File: src/rtl/seg_scan_ctrl_pkg.sv
// Shared types and constants for the multiplexed seven-segment scanner.
package seg_scan_ctrl_pkg;

    typedef enum logic [1:0] {
        ST_GUARD,
        ST_SHOW,
        ST_COPY
    } state_t;

    localparam logic [6:0] SEG_DARK = 7'h7F;
    localparam int         NDIG_MAX = 8;

endpackage

File: src/rtl/seg_scan_ctrl_bcd7seg.sv
// Hex-to-seven-segment glyph decoder, active-low segments {g,f,e,d,c,b,a}.
// Output is forced dark whenever en is low.
module seg_scan_ctrl_bcd7seg
    import seg_scan_ctrl_pkg::*;
(
    input  logic       en,
    input  logic [3:0] nibble,
    output logic [6:0] seg
);

    always_comb begin
        seg = SEG_DARK;
        if (en) begin
            case (nibble)
                4'h0: seg = 7'h40;
                4'h1: seg = 7'h79;
                4'h2: seg = 7'h24;
                4'h3: seg = 7'h30;
                4'h4: seg = 7'h19;
                4'h5: seg = 7'h12;
                4'h6: seg = 7'h02;
                4'h7: seg = 7'h78;
                4'h8: seg = 7'h00;
                4'h9: seg = 7'h10;
                4'hA: seg = 7'h08;
                4'hB: seg = 7'h03;
                4'hC: seg = 7'h46;
                4'hD: seg = 7'h21;
                4'hE: seg = 7'h06;
                4'hF: seg = 7'h0E;
            endcase
        end
    end

endmodule

File: src/rtl/seg_scan_ctrl.sv
// Multiplexed seven-segment scanner with double-buffered digit storage and guard blanking.
// Optional leading-zero blanking is enabled by defining SEG_LZB_EN.
module seg_scan_ctrl
    import seg_scan_ctrl_pkg::*;
#(
    parameter int NDIG  = 8,
    parameter int SLOT  = 1000,
    parameter int GUARD = 4
) (
    input  logic            clk,
    input  logic            rst,
    input  logic            wr_valid,
    output logic            wr_ready,
    input  logic [2:0]      wr_idx,
    input  logic [3:0]      wr_data,
    input  logic [NDIG-1:0] en_mask,
    output logic [6:0]      seg,
    output logic [NDIG-1:0] an,
    output logic            frame_done
);

    localparam int             CW         = $clog2(SLOT);
    localparam logic [CW-1:0]  GUARD_LAST = CW'(GUARD - 1);
    localparam logic [CW-1:0]  SHOW_LAST  = CW'(SLOT - GUARD - 1);
    localparam logic [2:0]     CUR_LAST   = 3'(NDIG - 1);

    state_t          state, state_next;
    logic [2:0]      cur, cur_next;
    logic [CW-1:0]   cnt, cnt_next;
    logic            copy;
    logic            show;
    logic            wr_ok;
    logic            lzb_blank;
    logic [6:0]      dec_seg;
    logic [6:0]      seg_next;
    logic [NDIG-1:0] an_next;

    logic [3:0] shadow [NDIG_MAX];
    logic [3:0] active [NDIG_MAX];

    // Sequencing: guard -> show per digit, one copy cycle closing each frame
    always_ff @(posedge clk or posedge rst) begin
        if (rst) begin
            state <= ST_GUARD;
            cur   <= 3'd0;
            cnt   <= '0;
        end else begin
            state <= state_next;
            cur   <= cur_next;
            cnt   <= cnt_next;
        end
    end

    always_comb begin
        state_next = state;
        cur_next   = cur;
        cnt_next   = cnt + CW'(1);
        copy       = 1'b0;
        case (state)
            ST_GUARD: begin
                if (cnt == GUARD_LAST) begin
                    state_next = ST_SHOW;
                    cnt_next   = '0;
                end
            end
            ST_SHOW: begin
                if (cnt == SHOW_LAST) begin
                    cnt_next = '0;
                    if (cur == CUR_LAST) begin
                        state_next = ST_COPY;
                    end else begin
                        state_next = ST_GUARD;
                        cur_next   = cur + 3'd1;
                    end
                end
            end
            ST_COPY: begin
                state_next = ST_GUARD;
                cur_next   = 3'd0;
                cnt_next   = '0;
                copy       = 1'b1;
            end
            default: begin
                state_next = ST_GUARD;
                cur_next   = 3'd0;
                cnt_next   = '0;
            end
        endcase
    end

    // Digit storage: writes go to shadow, active only changes in the copy cycle
    assign wr_ok = wr_valid && wr_ready && (32'(wr_idx) < NDIG);

    always_ff @(posedge clk or posedge rst) begin
        if (rst) begin
            shadow <= '{default: 4'h0};
            active <= '{default: 4'h0};
        end else begin
            if (wr_ok) begin
                shadow[wr_idx] <= wr_data;
            end
            if (copy) begin
                active <= shadow;
            end
        end
    end

    assign show = (state == ST_SHOW);

    seg_scan_ctrl_bcd7seg u_bcd7seg (
        .en     (show),
        .nibble (active[cur]),
        .seg    (dec_seg)
    );

`ifdef SEG_LZB_EN
    // Dark when this digit and every more significant one hold zero
    always_comb begin
        lzb_blank = (cur != 3'd0);
        for (int i = 0; i < NDIG; i++) begin
            if (3'(i) >= cur && active[i] != 4'h0) begin
                lzb_blank = 1'b0;
            end
        end
    end
`else
    assign lzb_blank = 1'b0;
`endif

    always_comb begin
        seg_next = lzb_blank ? SEG_DARK : dec_seg;
        an_next  = '1;
        for (int i = 0; i < NDIG; i++) begin
            if (show && en_mask[i] && cur == 3'(i)) begin
                an_next[i] = 1'b0;
            end
        end
    end

    // Output registers: display lags state by one cycle, handshake tracks next state
    always_ff @(posedge clk or posedge rst) begin
        if (rst) begin
            seg        <= SEG_DARK;
            an         <= '1;
            wr_ready   <= 1'b0;
            frame_done <= 1'b0;
        end else begin
            seg        <= seg_next;
            an         <= an_next;
            wr_ready   <= (state_next != ST_COPY);
            frame_done <= (state_next == ST_COPY);
        end
    end

endmodule

File: config.mk
export PLATFORM = sky130hd
export DESIGN_NAME = seg_scan_ctrl
export DESIGN_NICKNAME = d
export VERILOG_FILES = /design/src/rtl/seg_scan_ctrl_pkg.sv /design/src/rtl/seg_scan_ctrl_bcd7seg.sv /design/src/rtl/seg_scan_ctrl.sv
export SDC_FILE = /design/constraint.sdc
export NUM_CORES = 1
export LEC_CHECK = 0
export BUFFER_PORTS_ARGS = -buffer_cell sky130_fd_sc_hd__buf_2
export CORE_MARGIN = 4
export CORE_UTILIZATION = 23
export CTS_BUF_LIST = sky130_fd_sc_hd__clkbuf_8
export DETAILED_ROUTE_END_ITERATION = 6
export PLACE_DENSITY = 0.5
export SETUP_SLACK_MARGIN = 0.02
export SLEW_MARGIN = 20
export SYNTH_ARGS = -nofsm -noshare
export SYNTH_HDL_FRONTEND = slang
export SYNTH_SLANG_ARGS = --single-unit
File: constraint.sdc
create_clock -name clk -period 3.3 [get_ports clk]
set_input_delay 0.66 -clock clk [delete_from_list [all_inputs] [get_ports clk]]
set_output_delay 0.66 -clock clk [all_outputs]
set_load 0.03 [all_outputs]
==> results of run 1 <==
==> final timing paths <==
kind | slack (ns) | cells past startpoint | endpoint | start
worst max-delay path | 0.75 | 6 | seg[0] | cur[1]
worst min-delay path | 0.38 | 3 | wr_ready | rst
worst max register to register | 0.75 | 6 | seg[0] | cur[1]
worst min register to register | 0.48 | 1 | cnt[0] | cnt[0]
max in group asynchronous | 2.51 | 3 | seg[1] | rst
min in group clk | 0.44 | 2 | an[3] | en_mask[3]
==> power groups by stage <==
stage | combinational, mW | clock, mW | sequential, mW
finish | 0.139 | 0.916 | 1.30
global route | 0.155 | 1.00 | 1.32
CTS | 0.143 | 0.957 | 1.30
detailed placement | 0.143 | 0 | 1.33
global placement | 0.139 | 0 | 1.32
floorplan | 0.103 | 0 | 1.31
==> layout make-up <==
| type | instances | area [um^2] |
|---|---|---|
| Sequential cell | 96 | 2420 |
| Antenna cell | 1 | 2.50 |
| Clock inverter | 7 | 120 |
| Timing Repair Buffer | 36 | 198 |
| Inverter | 9 | 35.0 |
| Fill cell | 1840 | 13200 |
| Multi-Input combinational cell | 198 | 1760 |
| Clock buffer | 9 | 124 |
| Tap cell | 229 | 287 |
==> Yosys cell counts (all sizes together), types with 2 or more instances <==
| library cell | instances |
|---|---|
| xor2 | 4 |
| nor3 | 2 |
| buf | 7 |
| o21ai | 2 |
| xnor2 | 5 |
| nand3b | 2 |
| nand3 | 11 |
| ha | 12 |
| or3 | 2 |
| nand2 | 7 |
| and3 | 5 |
| or4 | 2 |
| a21oi | 4 |
| nor2 | 27 |
| dfstp | 15 |
| nand4 | 5 |
| o211ai | 2 |
| a2bb2oi | 2 |
| a31oi | 3 |
| mux4 | 6 |
| nor2b | 4 |
| mux2i | 11 |
| o221ai | 2 |
| clkbuf | 3 |
| dfrtp | 81 |
| inv | 9 |
| mux2 | 65 |
| nand2b | 5 |
==> state kept, by name, summed over array words and instances (netlist names) <==
signal,cells
cnt,10
state,2
frame_done,1
shadow,32
active,32
an,8
cur,3
wr_ready,1
seg,7
==> critical path: cells and delay by family (launching register included) <==
family	cells	cell delay, ns
DFF	1	0.65
buffers and inverters	1	0.13
adders and majority gates	1	0.25
AOI/OAI and AO/OA	2	0.38
muxes	2	1.05
==> cell families after synthesis <==
kind of cell | after synthesis
compound gates | 20
xor+xnor | 9
fa+ha+maj | 12
buf+inv | 19
flops | 96
mux | 82
simple gates | 75
==> metal layers <==
metal / track usage [%] / vias up / wire [um]
li1: - / 1195 / -
met1: 11.0 / 1278 / 3900
met2: 13.7 / 53 / 3870
met3: 2.65 / 12 / 425
met4: 3.98 / 0 / 172
met5: 0 / - / 0
==> metrics by stage <==
step / total power [mW] / cells
after global routing: 2.47 / 584
after floorplan: 1.42 / 313
after detailed placement: 1.47 / 568
final: 2.36 / 585
after global placement: 1.46 / 568
after CTS: 2.40 / 584
==> flow_summary.json, run 1 <==
{
  "syn_inst": 313,
  "crit_arrival_ns": 2.82,
  "cp-end-kind": "flip-flop",
  "worstMarginPinSlew_ns": 0.798,
  "relSlewSlack_pct": 46.7,
  "hold_buffers": 0,
  "synth_top_family_by_area": "multiplexers",
  "synthAdderAreaFrac_pct": 3.51,
  "vias": 2538,
  "avgSynthCellArea_um2": 13.7,
  "fin_crit_ns": 2.55,
  "timing.hold.ws_ns": 0.384,
  "crit_type": "flip-flop to flip-flop",
  "htreeDepth": 3,
  "io_pins": 35,
  "combPwrFrac_pct": 5.9,
  "synth_xor_area_share_pct": 1.84,
  "hold_class": "input port to asynchronous set/reset pin",
  "dieArea_um2": 20800,
  "drive_gt1_share_pct": 39.2,
  "switching_share_pct": 21.7,
  "clockPowerShare_pct": 38.8,
  "track_usage_pct": 8.70,
  "netlist_area_um2": 4270,
  "yosys.area.top_type": "dfrtp_1",
  "cell_internal_pwr_mw": 1.85,
  "fin_ws_ns": 0.748,
  "worstPathMaxFanout": 12,
  "yosys-top-cells-area": "dfrtp_1, mux2_2, dfstp_2",
  "area.growth.synth_to_final_pct": 15.8,
  "clockRootBuffer": "clkbuf_8",
  "clock-sinks": 96,
  "post-cts-setup-buffers": 0,
  "start_kind": "flip-flop",
  "synthDominantCellAreaShare_pct": 47.4,
  "synth_ff_type": "dfrtp_1",
  "fin_crit_sh_pct": 77.3,
  "initial_core_util_pct": 23.5,
  "mostFrequentLayoutCells": "dfrtp_1, mux2_2, buf_2",
  "row_count": 49,
  "synth-edff-count": 0,
  "tns_ns": 0,
  "cpMaxStageDelayCell": "dfrtp_1",
  "first_pass_iters": 4,
  "maxCapViolations": 0,
  "status": "finished, final reports clean",
  "cts_tree": "yes",
  "design_area_um2": 4950,
  "vias_per_cell": 4.34,
  "synth_nets": 343,
  "synth-simple-area-share_pct": 8.93,
  "async_flop_share_pct": 100,
  "ys_ff_latch": 96,
  "worstSkewPairLatency_ns": 0.37,
  "clock_skew_ns": 0.00815,
  "grt_pass1_vias": 2623,
  "yosysSeqAreaShare_pct": 56.7,
  "p_per_area_nw_per_um2": 477,
  "p_switching_uw": 511,
  "final_hold_viol_count": 0,
  "drt-wirelength-per-cell_um": 14.3,
  "grt_pass1_wl_mm": 13.8,
  "final_common_cell": "dfrtp_1",
  "pwr-share-seq_pct": 55.3,
  "cts_resized": 0,
  "grt-ovfl-total": 0,
  "muxShareOfSynthArea_pct": 23.2,
  "place.gp.congestion": 0.736,
  "drt-initial-drc-count": 126,
  "fmax_mhz": 392,
  "cts_buffer_depth": 2,
  "die_w_um": 144,
  "ant_nets": 0,
  "numCtsBuffers": 9,
  "grt_max_degree": 97,
  "critical_path.max_stage_delay_ns": 0.65,
  "fin_util_pct": 27.3,
  "required_ns": 3.57,
  "ir_drop_v": 0.000157,
  "path_clk_slew_ns": 0.09,
  "drc": 0,
  "fin_nets": 380,
  "antenna_found_initial": 0,
  "synth_compound_area_share_pct": 3.72,
  "place_area_um2": 4700,
  "synth_warnings": 0,
  "dp_slack_ns": 0.707,
  "slew_viol_final": 0,
  "wl_mm": 8.37,
  "rsz0062_at_grt": "no",
  "portBuffers": 34,
  "die_h_um": 144,
  "core_area_um2": 18100,
  "dp_hpwl_mm": 5.97,
  "synthDistinctLibCells": 40,
  "p_leak_nw": 2.26,
  "setup_violations": 0,
  "path_cells": "mux4_2 -> mux2i_1 -> inv_1 -> ha_1 -> a211oi_1 -> o31ai_2"
}
No activity file was read; power rests on OpenSTA's default activity.
==> run 2: changes to the inputs <==
- PLACE_DENSITY: 0.5 -> 0.49
- clock period: 3.3 -> 2.55 ns (I/O delays scaled with it)
==> flow_summary.json, run 2 (synthesis gave the netlist of run 1 again) <==
{
  "vias": 2558,
  "relSlewSlack_pct": 54.8,
  "worstPathMaxFanout": 12,
  "grt_pass1_wl_mm": 14.2,
  "combPwrFrac_pct": 6.5,
  "ant_nets": 0,
  "p_per_area_nw_per_um2": 568,
  "drt-initial-drc-count": 99,
  "final_hold_viol_count": 0,
  "grt_pass1_vias": 2670,
  "row_count": 49,
  "fin_nets": 388,
  "critPathCapture": "seg[3]",
  "clock_skew_ns": 0.0176,
  "path_cells": "mux4_2 -> mux2i_1 -> buf_4 -> ha_1 -> a21oi_1 -> a31oi_1 -> a2bb2oi_1",
  "worstPathBufferInverterCount": 1,
  "cell_internal_pwr_mw": 2.14,
  "cp-end-kind": "flip-flop",
  "critPathTopFamily": "multiplexers",
  "critical_path.max_stage_delay_ns": 0.64,
  "place.gp.congestion": 0.758,
  "required_ns": 2.83,
  "ir_drop_v": 0.000259,
  "pwr-share-seq_pct": 60.1,
  "setup_violations": 0,
  "cts_buffer_depth": 2,
  "cpMaxStageDelayCell": "dfrtp_1",
  "post-cts-setup-buffers": 0,
  "htreeDepth": 3,
  "numCtsBuffers": 9,
  "antenna_found_initial": 0,
  "regToRegSetupSlack_ns": 0.30,
  "die_w_um": 144,
  "core_area_um2": 18100,
  "hold_buffers": 0,
  "p_switching_uw": 667,
  "timing.rr.start": "cur[1]",
  "dp_cells": 576,
  "clockRootBuffer": "clkbuf_8",
  "die_h_um": 144,
  "final_common_cell": "dfrtp_1",
  "area.growth.synth_to_final_pct": 15.8,
  "rsz0062_at_grt": "no",
  "cts_resized": 0,
  "drive_gt1_share_pct": 40.5,
  "drc": 0,
  "startpoint": "cur[1]",
  "grt_max_degree": 33,
  "mostFrequentLayoutCells": "dfrtp_1, mux2_2, buf_2",
  "path_clk_slew_ns": 0.10,
  "dieArea_um2": 20800,
  "reg2reg_depth": 7,
  "place_area_um2": 4760,
  "fmax_mhz": 444,
  "fin_crit_sh_pct": 88.2,
  "grt-ovfl-total": 0,
  "wl_mm": 8.63,
  "switching_share_pct": 23.7,
  "crit_type": "flip-flop to flip-flop",
  "highest_layer": "met4",
  "largestRegisters": "active x32, shadow x32, cnt x10",
  "worstSkewPairLatency_ns": 0.36,
  "reg2reg_to": "seg[3]",
  "routed-wl-met3_um": 343,
  "maxCapViolations": 0,
  "cts_tree": "yes",
  "n_antenna_cell": 0,
  "first_pass_iters": 4,
  "fin_crit_ns": 2.25,
  "clock-sinks": 96,
  "status": "finished, final reports clean",
  "crit_arrival_ns": 2.53,
  "fin_cells": 592,
  "track_usage_pct": 8.82,
  "slew_viol_final": 0,
  "drt-wirelength-per-cell_um": 14.6,
  "clockPowerShare_pct": 33.4,
  "design_area_um2": 4950,
  "timing.hold.ws_ns": 0.249,
  "tns_ns": 0,
  "wl_met2_mm": 4.09,
  "drt-met1-wl_mm": 4.06,
  "crit_cells": 7,
  "io_pins": 35,
  "portBuffers": 34,
  "start_kind": "flip-flop",
  "dp_hpwl_mm": 6.28,
  "initial_core_util_pct": 23.5,
  "vias_per_cell": 4.32,
  "p_leak_nw": 2.26,
  "hold_class": "input port to asynchronous set/reset pin",
  "worstMarginPinSlew_ns": 0.676
}
## run 2: changes by cell type in the layout (fill, tap and decap cells not counted), sizes merged
cell,previous run,this run
diode,1,0
clkinv,3,2
clkbuf,9,11
inv,10,9
clkinvlp,0,3
buf,36,44
bufinv,3,0
## run 2: cell type report
type	count	area, um^2
clock buffer	11	151
clock inverter	5	32.5
fill	1857	13200
inverter	9	37.5
multi-input combinational	198	1760
sequential	96	2420
tap	229	287
timing repair buffer	44	258
## run 2: worst min-delay path by stage
stage	start	to	slack (ns)	depth (start not counted)
2_1_floorplan	cnt[0]	cnt[0]	0.45	1
3_3_place_gp	cnt[0]	cnt[0]	0.47	1
3_5_place_dp	cnt[0]	cnt[0]	0.48	1
4_1_cts	rst	state[1]	0.25	2
5_1_grt	rst	shadow[18]	0.29	2
6_report	rst	shadow[18]	0.25	2
## run 2: layer usage
layer / vias up / global-route usage, %
met5: - / 0
met4: 0 / 3.53
met3: 9 / 2.02
met2: 36 / 14.4
met1: 1309 / 11.3
li1: 1204 / -
## run 2: metrics by stage
| step | utilization [%] | worst slack, ns | power (mW) |
|---|---|---|---|
| global route | 27.3 | 0.118 | 2.95 |
| global placement | 26.2 | 0.371 | 1.90 |
| floorplan | - | 0.350 | 1.83 |
| CTS | 27.3 | 0.272 | 2.86 |
| finish | 27.3 | 0.300 | 2.81 |
| detailed placement | 26.2 | 0.275 | 1.91 |
## run 2: power by group through the flow
stage,clock network (mW),logic (mW),registers (mW)
4_1_cts,0.978,0.189,1.69
5_1_grt,1.03,0.207,1.70
3_3_place_gp,0,0.182,1.71
3_5_place_dp,0,0.188,1.72
2_1_floorplan,0,0.133,1.70
6_report,0.938,0.183,1.69
